<file path="config.mk">
export PLATFORM = sky130hd
export DESIGN_NAME = id_exe_stage_reg
export DESIGN_NICKNAME = d
export VERILOG_FILES = /design/src/rtl/id_exe_stage_reg.sv
export SDC_FILE = /design/constraint.sdc
export NUM_CORES = 1
export LEC_CHECK = 0
export CORE_MARGIN = 10
export CORE_UTILIZATION = 36
export CTS_CLUSTER_DIAMETER = 100
export DETAILED_ROUTE_END_ITERATION = 6
export GPL_TIMING_DRIVEN = 0
export PLACE_DENSITY = 0.81
export SLEW_MARGIN = 0
export SYNTH_ARGS = -nofsm -noshare
export SYNTH_HDL_FRONTEND = slang
export SYNTH_SLANG_ARGS = --single-unit
</file>
<file path="constraint.sdc">
create_clock -name clk -period 1.98 [get_ports clk]
set_input_delay 0.396 -clock clk [delete_from_list [all_inputs] [get_ports clk]]
set_output_delay 0.396 -clock clk [all_outputs]
set_load 0.1 [all_outputs]
</file>
<file path="src/rtl/id_exe_stage_reg.sv">
`default_nettype none
// ============================================================================
//  Module      : id_exe_stage_reg
//  Description : ID/EXE pipeline register with stall hold, flush bubble and
//                a saturating consecutive-stall counter.
//  Revision    : 1.0 - initial release
// ============================================================================
module id_exe_stage_reg #(
    parameter int WORD_WIDTH = 32
) (
    input  logic                  clk,
    input  logic                  rst,
    input  logic                  freeze,
    input  logic                  flush,
    input  logic                  valid_in,
    input  logic [WORD_WIDTH-1:0] pc_in,
    input  logic [WORD_WIDTH-1:0] val_rn_in,
    input  logic [WORD_WIDTH-1:0] val_rm_in,
    input  logic [11:0]           shift_operand_in,
    input  logic                  imm_in,
    input  logic [23:0]           signed_imm_in,
    input  logic [3:0]            dest_in,
    input  logic [3:0]            src1_in,
    input  logic [3:0]            src2_in,
    input  logic [3:0]            exe_cmd_in,
    input  logic                  mem_r_en_in,
    input  logic                  mem_w_en_in,
    input  logic                  wb_en_in,
    input  logic                  b_in,
    input  logic                  s_in,
    input  logic [3:0]            status_in,
    output logic                  valid_out,
    output logic [WORD_WIDTH-1:0] pc_out,
    output logic [WORD_WIDTH-1:0] val_rn_out,
    output logic [WORD_WIDTH-1:0] val_rm_out,
    output logic [11:0]           shift_operand_out,
    output logic                  imm_out,
    output logic [23:0]           signed_imm_out,
    output logic [3:0]            dest_out,
    output logic [3:0]            src1_out,
    output logic [3:0]            src2_out,
    output logic [3:0]            exe_cmd_out,
    output logic                  mem_r_en_out,
    output logic                  mem_w_en_out,
    output logic                  wb_en_out,
    output logic                  b_out,
    output logic                  s_out,
    output logic [3:0]            status_out,
    output logic [7:0]            stall_cnt
);

    localparam logic [7:0] C_STALL_MAX = 8'd255;

    typedef struct packed {
        logic                  valid;
        logic [WORD_WIDTH-1:0] pc;
        logic [WORD_WIDTH-1:0] val_rn;
        logic [WORD_WIDTH-1:0] val_rm;
        logic [11:0]           shift_operand;
        logic                  imm;
        logic [23:0]           signed_imm;
        logic [3:0]            dest;
        logic [3:0]            src1;
        logic [3:0]            src2;
        logic [3:0]            exe_cmd;
        logic                  mem_r_en;
        logic                  mem_w_en;
        logic                  wb_en;
        logic                  b;
        logic                  s;
        logic [3:0]            status;
    } stage_t;

    stage_t     w_in;
    stage_t     stage_d;
    stage_t     stage_q;
    logic       w_bubble;
    logic [7:0] stall_cnt_d;
    logic [7:0] stall_cnt_q;

    always_comb begin
        w_in.valid         = valid_in;
        w_in.pc            = pc_in;
        w_in.val_rn        = val_rn_in;
        w_in.val_rm        = val_rm_in;
        w_in.shift_operand = shift_operand_in;
        w_in.imm           = imm_in;
        w_in.signed_imm    = signed_imm_in;
        w_in.dest          = dest_in;
        w_in.src1          = src1_in;
        w_in.src2          = src2_in;
        w_in.exe_cmd       = exe_cmd_in;
        w_in.mem_r_en      = mem_r_en_in;
        w_in.mem_w_en      = mem_w_en_in;
        w_in.wb_en         = wb_en_in;
        w_in.b             = b_in;
        w_in.s             = s_in;
        w_in.status        = status_in;
    end

    // A simultaneous read+write request is illegal and is squashed like an
    // invalid slot: data still travels, but nothing downstream is enabled.
    assign w_bubble = ~valid_in | (mem_r_en_in & mem_w_en_in);

    always_comb begin
        stage_d     = stage_q;
        stall_cnt_d = 8'd0;
        if (flush) begin
            stage_d = '0;
        end else if (freeze) begin
            stall_cnt_d = (stall_cnt_q == C_STALL_MAX) ? C_STALL_MAX
                                                       : stall_cnt_q + 8'd1;
        end else begin
            stage_d = w_in;
            if (w_bubble) begin
                stage_d.valid    = 1'b0;
                stage_d.mem_r_en = 1'b0;
                stage_d.mem_w_en = 1'b0;
                stage_d.wb_en    = 1'b0;
                stage_d.b        = 1'b0;
                stage_d.s        = 1'b0;
            end
        end
    end

    always_ff @(posedge clk) begin
        if (rst) begin
            stage_q     <= '0;
            stall_cnt_q <= 8'd0;
        end else begin
            stage_q     <= stage_d;
            stall_cnt_q <= stall_cnt_d;
        end
    end

    assign valid_out         = stage_q.valid;
    assign pc_out            = stage_q.pc;
    assign val_rn_out        = stage_q.val_rn;
    assign val_rm_out        = stage_q.val_rm;
    assign shift_operand_out = stage_q.shift_operand;
    assign imm_out           = stage_q.imm;
    assign signed_imm_out    = stage_q.signed_imm;
    assign dest_out          = stage_q.dest;
    assign src1_out          = stage_q.src1;
    assign src2_out          = stage_q.src2;
    assign exe_cmd_out       = stage_q.exe_cmd;
    assign mem_r_en_out      = stage_q.mem_r_en;
    assign mem_w_en_out      = stage_q.mem_w_en;
    assign wb_en_out         = stage_q.wb_en;
    assign b_out             = stage_q.b;
    assign s_out             = stage_q.s;
    assign status_out        = stage_q.status;
    assign stall_cnt         = stall_cnt_q;

endmodule
`default_nettype wire

</file>
==> summary.md <==
| Metric | Value |
|---|---|
| Ant. Diodes | 0 |
| Via count | 4831 |
| Layout Cell Area excl Fill | about 9500 um2 |
| Die Y | approximately 140 um |
| Crit path required time | 1.58 ns |
| RSZ-0062 raised after global routing | false |
| Num rows | 43 |
| DRC | 0 |
| CP Capture Type | output port |
| Full die area | between 15000 and 20000 um2 |
| Initial antenna violation count | 0 |
| Synth unique cells | 26 |
| R2R cell count | 4 |
| EDFF count, synth | 0 |
| CP top delay family | buffers and inverters |
| Final HPWL DP | roughly 16000 um |
| Nets | roughly 910 |
| Commonest cells in the netlist | dfxtp_1, a22o_1, buf_2 |
| MaxCap Viol Count | 0 |
| Multi-input gate area | 1602 um2 |
| Most frequent cell after synthesis | dfxtp_1 |
| Post-DP Area | 8660 um2 |
| GR Overflow Total | 0 |
| Final Setup Violations | 0 |
| Worst VDD drop | 0.5114 mV |
| Final Hold Fails | 0 |
| Port Buf Inserts | between 300 and 400 |
| Initial core utilization | 36.88% |
| Number of global-route vias before repair | 5187 |
| R2r startpoint | stall_cnt[0] |
| # IOs | 330 |
| CTS Sinks | 167 |
| H-tree depth | 4 |
| Worst-skew pair later-pin latency | approximately 0.4 ns |
| Largest net degree at the start of global routing | 17 |
| Outcome | finished clean |
| Pwr dens | roughly 900 nW/um2 |
| Min cycle time layout | approximately 1.9 ns |
| Register area | approximately 3300 um2 |
| Starting DRC count in detailed routing | between 150 and 200 |
| Leakage | ~3.7 nW |
| Fill cells | ~1000 |
| Top FF cell, synth | dfxtp_1 |
| Yosys top cell area share | between 60% and 70% |
| Cells after Synth | 394 |
| GRT Util Overall | about a fifth |
| Fin Setup TNS | 0 ns |
| Final Cycle Share | between 90% and 100% |
| Area Overhead vs Synth | 84.12% |
| DRT Pass-1 Iters | 4 |
| Routed wire per std cell | 22.18 um |
| Hold WC Path Type | register to register |
| Crit-path max FO | 7 |
| CTS clk-pin slew, worst paths | approximately 0.060 ns |
| Layout cell share with drive strength beyond 1 | roughly 29% |
| Worst Skew | between 0.004 and 0.005 ns |
| R2R Setup Slk | roughly 0.4 ns |
| Critical path class | register to output port |
| Startpoint Class | register |
| Synth warn | 0 |
| Worst setup endpoint | stall_cnt[2] |
| Buf/Inv on CP | 1 |
| DR vias/cell | around 5.2 |
| Routed Antenna Nets | 0 |
| Synth top area cells | dfxtp_1, a22o_1, buf_4 |
| First-pass GRT wire length | between 30000 and 40000 um |
| Mean Syn Cell Area | ~13 um2 |
| Register bit total from synthesis | roughly 170 |
| Worst r2r dst | stall_cnt[7] |
| Core region area | around 14000 um2 |
| Crit path DAT | about 1.5 ns |
| Share of flip-flops with an asynchronous set or reset | 0% |
| Worst Tran Pin Value | slightly below 0.6 ns |
| Critical path startpoint | stall_cnt[2] |
| Die width | between 100 and 150 um |
| Final Max Tran Viols | 0 |
| Setup repair bufs after CTS | 0 |
| Fmax | 537.9 MHz |
| Critical path cell sequence | clkdlybuf4s15_2 |
| Clock Path Buffers | 2 |
| Stages on worst setup path | 1 |
| CTS tree | yes |
| Syn_nets | 558 |
| CP peak stage delay | ~0.60 ns |
| Yosys top cell by area | dfxtp_1 |
| Routed WL | about 21000 um |
| CTS root buffer | clkbuf_16 |
| Slowest stage cell, crit path | clkdlybuf4s15_2 |
| GPL Wtd Cong | a little under 0.9 |
| Relative slew slack | 60.75% |
| CTS Buf Count | 17 |
| Register area share after synthesis | about two thirds |
| Post-synthesis cell area | 5139 um2 |
==> logic make-up after synthesis <==
family	Yosys count	share of synthesized area (%)
compound gates	169	28.20
flops	167	65.06
buf+inv	36	3.774
simple gates	19	2.386
xor+xnor	2	0.3409
fa+ha+maj	1	0.2434
==> layout make-up <==
| cell class | instances | area share [%] |
|---|---|---|
| sequential | 167 | 35.36 |
| clock buffer | 22 | 4.906 |
| timing repair buffer | 329 | 36.82 |
| clock inverter | 8 | 1.560 |
| inverter | 1 | 0.03967 |
| tap | 180 | 2.380 |
| buffer | 35 | 2.010 |
| multi-input combinational | 191 | 16.93 |
==> layer usage <==
layer / GRT usage [%] / part of all wire [%] / up-vias
met4: 5.931 / 1.6 / 0
met3: 9.731 / 12 / 27
li1: - / - / 2222
met2: 34.93 / 50 / 258
met5: 0 / 0 / -
met1: 21.60 / 37 / 2324
==> flip-flops by register name, summed over array words and instances (netlist names), 4 cells and up <==
register,cells
status_out,4
pc_out,32
signed_imm_out,24
exe_cmd_out,4
val_rn_out,32
shift_operand_out,12
stall_cnt,8
dest_out,4
src1_out,4
val_rm_out,32
src2_out,4
==> metrics by stage <==
| step | hold slack [ns] | power, mW | worst slack [ns] | std cells | utilization [%] |
|---|---|---|---|---|---|
| floorplan | 0.5215 | 4.530 | 0.001601 | 394 | - |
| global placement | 0.4356 | 5.125 | -0.2407 | 903 | 62.14 |
| detailed placement | 0.4383 | 5.147 | -0.3178 | 903 | 62.14 |
| CTS | 0.4533 | 8.541 | 0.0005339 | 933 | 68.01 |
| global route | 0.4846 | 8.732 | 0.04946 | 933 | 67.90 |
| finish | 0.4523 | 8.481 | 0.1208 | 933 | 67.90 |
==> power by group <==
part	switching, mW	internal, mW	leakage (nW)
clock	1.27	2.17	0.300
sequential	0.0613	3.47	1.36
combinational	0.999	0.517	2.02
total	2.33	6.15	3.68
==> placed cells by master, fill, tap and decap left out, types with 3 or more instances in the layout <==
master           instances
buf_4                   11
clkbuf_2                 3
nand3_1                  3
dfxtp_1                165
buf_2                   14
a22o_1                 158
clkdlybuf4s50_1        162
clkbuf_16               17
clkbuf_1                13
bufinv_16                4
clkdlybuf4s15_2        164
nand2_1                  3
a21oi_1                  5
==> repair_timing <==
action	CTS	global route
endpoints found under the setup margin	167	3
gates resized for setup	498	3
hold buffers	0	0
==> worst min path at each step <==
stage | depth (start not counted) | start | slack [ns] | end
final | 1 | valid_out | 0.45 | valid_out
after CTS | 1 | valid_out | 0.45 | valid_out
after global placement | 1 | valid_out | 0.44 | valid_out
after floorplan | 1 | s_in | 0.52 | s_out
after detailed placement | 1 | valid_out | 0.44 | valid_out
after global routing | 1 | src1_out[2] | 0.48 | src1_out[2]
Note: power is estimated with default switching activity, not from simulation.
